## config.mk

```make
export PLATFORM = sky130hd
export DESIGN_NAME = yarp_mem_arbiter
export DESIGN_NICKNAME = d
export VERILOG_FILES = /design/src/rtl/yarp_pkg.sv /design/src/rtl/yarp_mem_arbiter.sv
export SDC_FILE = /design/constraint.sdc
export NUM_CORES = 1
export LEC_CHECK = 0
export CELL_PAD_IN_SITES_DETAIL_PLACEMENT = 0
export CELL_PAD_IN_SITES_GLOBAL_PLACEMENT = 1
export CORE_ASPECT_RATIO = 0.5
export CORE_MARGIN = 2
export CORE_UTILIZATION = 29
export DETAILED_ROUTE_END_ITERATION = 7
export PLACE_DENSITY = 0.88
export SETUP_SLACK_MARGIN = 0.1
export SLEW_MARGIN = 20
export SYNTH_ARGS = -nofsm -noshare
export SYNTH_HDL_FRONTEND = slang
export SYNTH_SLANG_ARGS = --single-unit
```

## constraint.sdc

```tcl
create_clock -name clk -period 3.2 [get_ports clk]
set_input_delay 0.8 -clock clk [delete_from_list [all_inputs] [get_ports clk]]
set_output_delay 0.8 -clock clk [all_outputs]
set_load 0.03 [all_outputs]
```

## src/rtl/yarp_pkg.sv

```systemverilog
// Shared YARP types and constants used by the memory-port arbiter.
package yarp_pkg;

  localparam int ARB_STREAK_W = 4;

  typedef enum logic [1:0] {
    ARB_IDLE  = 2'd0,
    ARB_ISSUE,
    ARB_WAIT,
    ARB_RESP
  } arb_state_t;

  typedef enum logic {
    OWN_DMEM = 1'b0,
    OWN_IMEM = 1'b1
  } arb_owner_t;

endpackage

```

## src/rtl/yarp_mem_arbiter.sv

```systemverilog
// Shares the single YARP memory port between fetch and the LSU: one outstanding
// command, data-first priority with a bounded data streak so fetch cannot starve.
module yarp_mem_arbiter
  import yarp_pkg::*;
#(
  parameter int MAX_D_STREAK = 4
) (
  input  logic        clk,
  input  logic        reset_n,
  input  logic        if_req_i,
  input  logic [31:0] if_addr_i,
  output logic        if_rvalid_o,
  output logic [31:0] if_rdata_o,
  output logic        if_busy_o,
  input  logic        dm_req_i,
  input  logic        dm_wr_i,
  input  logic [31:0] dm_addr_i,
  input  logic [3:0]  dm_byte_en_i,
  input  logic [31:0] dm_wdata_i,
  output logic        dm_rvalid_o,
  output logic [31:0] dm_rdata_o,
  output logic        dm_busy_o,
  output logic        mem_req_o,
  output logic        mem_wr_o,
  output logic [31:0] mem_addr_o,
  output logic [3:0]  mem_byte_en_o,
  output logic [31:0] mem_wdata_o,
  input  logic        mem_gnt_i,
  input  logic        mem_rvalid_i,
  input  logic [31:0] mem_rdata_i
);

  localparam logic [ARB_STREAK_W-1:0] STREAK_MAX = ARB_STREAK_W'(MAX_D_STREAK);

  arb_state_t               state_reg;
  arb_owner_t               owner_reg;
  arb_owner_t               pick_owner;
  logic                     pick_valid;
  logic [ARB_STREAK_W-1:0]  streak_reg;
  logic [31:0]              rdata_reg;

  // Data wins unless fetch is also waiting and data has used up its streak.
  always_comb begin
    pick_valid = if_req_i | dm_req_i;
    pick_owner = OWN_DMEM;
    if (if_req_i && (!dm_req_i || streak_reg == STREAK_MAX)) begin
      pick_owner = OWN_IMEM;
    end
  end

  always_ff @(posedge clk) begin
    if (!reset_n) begin
      state_reg     <= ARB_IDLE;
      owner_reg     <= OWN_DMEM;
      streak_reg    <= '0;
      rdata_reg     <= '0;
      mem_req_o     <= 1'b0;
      mem_wr_o      <= 1'b0;
      mem_addr_o    <= '0;
      mem_byte_en_o <= '0;
      mem_wdata_o   <= '0;
      if_rvalid_o   <= 1'b0;
      dm_rvalid_o   <= 1'b0;
    end else begin
      case (state_reg)
        ARB_IDLE: begin
          if (pick_valid) begin
            owner_reg <= pick_owner;
            mem_req_o <= 1'b1;
            state_reg <= ARB_ISSUE;
            if (pick_owner == OWN_IMEM) begin
              mem_wr_o      <= 1'b0;
              mem_addr_o    <= if_addr_i;
              mem_byte_en_o <= 4'hF;
              mem_wdata_o   <= '0;
              streak_reg    <= '0;
            end else begin
              mem_wr_o      <= dm_wr_i;
              mem_addr_o    <= dm_addr_i;
              mem_byte_en_o <= dm_byte_en_i;
              mem_wdata_o   <= dm_wdata_i;
              if (!if_req_i) begin
                streak_reg <= '0;
              end else if (streak_reg != STREAK_MAX) begin
                streak_reg <= streak_reg + 1'b1;
              end
            end
          end
        end
        ARB_ISSUE: begin
          if (mem_gnt_i) begin
            mem_req_o <= 1'b0;
            if (mem_rvalid_i) begin
              rdata_reg   <= mem_rdata_i;
              if_rvalid_o <= (owner_reg == OWN_IMEM);
              dm_rvalid_o <= (owner_reg == OWN_DMEM);
              state_reg   <= ARB_RESP;
            end else begin
              state_reg <= ARB_WAIT;
            end
          end
        end
        ARB_WAIT: begin
          if (mem_rvalid_i) begin
            rdata_reg   <= mem_rdata_i;
            if_rvalid_o <= (owner_reg == OWN_IMEM);
            dm_rvalid_o <= (owner_reg == OWN_DMEM);
            state_reg   <= ARB_RESP;
          end
        end
        ARB_RESP: begin
          if_rvalid_o <= 1'b0;
          dm_rvalid_o <= 1'b0;
          state_reg   <= ARB_IDLE;
        end
        default: state_reg <= ARB_IDLE;
      endcase
    end
  end

  assign if_rdata_o = rdata_reg;
  assign dm_rdata_o = rdata_reg;
  assign if_busy_o  = if_req_i & ~if_rvalid_o;
  assign dm_busy_o  = dm_req_i & ~dm_rvalid_o;

  // The owning master must keep its request up until its response strobe.
  owner_holds_req: assert property (@(posedge clk) disable iff (!reset_n)
    (state_reg != ARB_IDLE) |-> ((owner_reg == OWN_IMEM) ? if_req_i : dm_req_i));

endmodule

```

==> results of run 1 <==
==> layout by cell type (no fill, tap or decap), types with 2 or more instances in the layout <==
cell type        Yosys  routed
a211oi_1            32      32
nor3_1              32      32
a21oi_1             38      38
buf_12               0       4
clkbuf_16            0       9
o21ai_0             87      87
nor2_1               3       3
nor2b_1              3       3
buf_4               34      12
o31ai_1              2       2
clkdlybuf4s50_1      0     274
o21ai_1             11      11
and4b_1             32      32
nand2b_1             2       2
inv_1                6       6
nand3_1             69      69
clkbuf_1            30       2
nand2_1             37      37
dfxtp_1            111     111
o21a_1               2       2
o221a_2              4       4
or3_1                2       2
ha_1                 6       6
nand4b_1             2       2
==> worst register-to-register path, stage by stage, from the launching register on <==
cell and delay (ns):
dfxtp_1 0.35, inv_1 0.11, ha_1 0.53, nor3b_1 0.59
nor4b_1 0.12, o21a_1 0.20
==> cell type report <==
cell class	count	area, sq um
multi-input cells	383	2290
flip-flops and latches	111	2220
clock inverters	4	30.0
inverters	6	22.5
clock buffers	12	246
well taps	234	293
repair buffers	291	2920
fillers	1646	9210
==> through the flow <==
step	worst slack, ns	util [%]
6_report	0.305	46.6
5_1_grt	0.251	46.6
3_5_place_dp	0.309	44.9
2_1_floorplan	0.745	-
4_1_cts	0.309	46.6
3_3_place_gp	0.324	44.9
==> cell families (layout without fill, tap and decap cells) <==
family / Yosys count / in the layout / share of synthesized area (%)
AOI/OAI and AO/OA: 184 / 184 / 21.0
and+or+nand+nor: 191 / 191 / 21.9
muxes: 2 / 2 / 0.419
buffers and inverters: 102 / 313 / 11.3
DFF: 111 / 111 / 43.8
adders and majority gates: 6 / 6 / 1.48
==> path summary, 6_finish.rpt <==
check	cells past startpoint	slack (ns)	to
worst max-delay path	3	0.30	if_busy_o
worst min-delay path	2	0.45	mem_wdata_o[30]
worst max register to register	5	1.20	state_reg[1]
worst min register to register	2	0.45	mem_wdata_o[30]
==> power by group through the flow <==
| stage | combinational (uW) | clock (uW) | sequential [uW] |
|---|---|---|---|
| 6_report | 2950 | 1090 | 1900 |
| 5_1_grt | 3150 | 1190 | 1950 |
| 4_1_cts | 2980 | 1130 | 1910 |
| 3_5_place_dp | 2970 | 0 | 1930 |
| 3_3_place_gp | 2940 | 0 | 1920 |
| 2_1_floorplan | 1170 | 0 | 2520 |
==> layer usage <==
metal,GRT usage [%],vias up,wire [um]
met2,31.8,142,8550
met4,4.85,0,314
met1,21.4,2449,7160
met3,4.04,27,841
li1,-,2542,-
met5,0,-,0
==> impl_metrics.env, run 1 <==
export IMPL_rsz0062_at_grt="false"
export IMPL_hp_start="mem_wdata_o[30]"
export IMPL_design_core_area_sq_mm=0.0172
export IMPL_clock_sinks=111
export IMPL_wl_per_cell_um=16.2
export IMPL_ys_warn_count=0
export IMPL_whs_ns=0.454
export IMPL_h_tree_depth=3
export IMPL_synth_flop_cell="dfxtp_1"
export IMPL_seqPwrFrac_pct=32.0
export IMPL_cp_arrival_ns=2.10
export IMPL_synth_edf_count=0
export IMPL_area_growth_pct=58.1
export IMPL_intPower_uw=3450
export IMPL_cp_end_kind="output port"
export IMPL_cts_buffers=9
export IMPL_grt_first_pass_wirelength_um=26700
export IMPL_crit_slowest_cell="clkdlybuf4s50_1"
export IMPL_fin_skew_ns=0.00893
export IMPL_num_io_pins=277
export IMPL_drtAntennaViolNets=0
export IMPL_totalWireLength_um=16900
export IMPL_grt_total_usage_pct=17.8
export IMPL_fp_dieW_um=191
export IMPL_insertion_delay_ns=0.35
export IMPL_crit_buf_inv=2
export IMPL_worstHoldPathType="reg2reg"
export IMPL_avgSynthCellArea_sq_um=8.51
export IMPL_place_area_sq_mm=0.00774
export IMPL_numPortBuffers=276
export IMPL_synth_nets=741
export IMPL_yosysMostFrequentCell="dfxtp_1"
export IMPL_combPwrFrac_pct=49.7
export IMPL_synth_top_area_cell="dfxtp_1"
export IMPL_critPathTopFamily="buffers and inverters"
export IMPL_synthTopCellsByArea="dfxtp_1 (44%), o21ai_0 (8.6%), nand3_1 (6.8%), and4b_1 (6.3%), buf_4 (5.0%)"
export IMPL_cp_slowest_stage_delay_ns=0.69
export IMPL_drt_first_iter_violations=279
export IMPL_dp_hpwl_um=11600
export IMPL_grt_overflow_total=0
export IMPL_relSlewSlack_pct=44.8
export IMPL_placed_cells=1025
export IMPL_crit_chain="clkdlybuf4s50_1, nor2b_1, clkdlybuf4s50_1"
export IMPL_first_pass_iters=5
export IMPL_layout_min_cycle_time_ns=2.90
export IMPL_fin_tns_setup_ns=0
export IMPL_tritoncts="yes"
export IMPL_grt_antenna_before_repair=0
export IMPL_regToRegStartpoint="state_reg[0]"
export IMPL_cts_buffer_depth=2
export IMPL_synthesis_area_sq_mm=0.00507
export IMPL_crit_type="in2out"
export IMPL_finalPower_uw=5940
export IMPL_ys_ff_latch=111
export IMPL_critPathLaunch="if_req_i"
export IMPL_gp_congestion=0.769
export IMPL_start_kind="input pin"
export IMPL_maxCapViolations=0
export IMPL_synth_commonest_cells="dfxtp_1 (111), o21ai_0 (87), nand3_1 (69)"
export IMPL_post_cts_buffers=0
export IMPL_synthArstFlopShare_pct=0
export IMPL_synth_top_area_share_pct=43.8
export IMPL_fmax_ghz=0.345
export IMPL_syn_inst=596
export IMPL_fin_nets=947
export IMPL_p_leak_uw=0.00286
export IMPL_power_switching_uw=2490
export IMPL_worst_endpoint_required_ns=2.40
export IMPL_diodes=0
export IMPL_slew_violations=0
export IMPL_clkPwrFrac_pct=18.3
export IMPL_die_area_sq_mm=0.0186
export IMPL_holdBufCountCts=0
export IMPL_initial_utilization_pct=29.4
export IMPL_worst_pin_slew_ns=0.827
export IMPL_via_count=5160
export IMPL_final_cells=1041
export IMPL_ctsResizeCount=0
export IMPL_switching_share_pct=42.0
export IMPL_irDropWorstVdd_v=0.000361
export IMPL_yosysSeqAreaShare_pct=43.8
export IMPL_rows=34
export IMPL_drc=0
export IMPL_clk_pin_slew_ns=0.07
export IMPL_grt_pass1_vias=4933
export IMPL_synthDistinctLibCells=44
export IMPL_drive_gt1_share_pct=5.08
export IMPL_hold_violations=0
export IMPL_outcome="completed"
export IMPL_via_per_inst=4.96
export IMPL_power_density_mw_per_mm2=741
export IMPL_grt_max_degree=65
export IMPL_die_y_um=97.5
export IMPL_design_area_sq_mm=0.00802
export IMPL_cts_root_buf="clkbuf_16"
export IMPL_setup_violations_final=0
export IMPL_fin_crit_sh_pct=90.5
export IMPL_crit_path_max_fanout=2
export IMPL_cpMostUsedCell="clkdlybuf4s50_1"
No activity file was read; power rests on OpenSTA's default activity.
==> inputs of run 2 (changes only) <==
Settings changed: GPL_ROUTABILITY_DRIVEN set to 0.
==> results of run 2 <==
The final DEF is identical to that of run 1; final timing and power are the same.
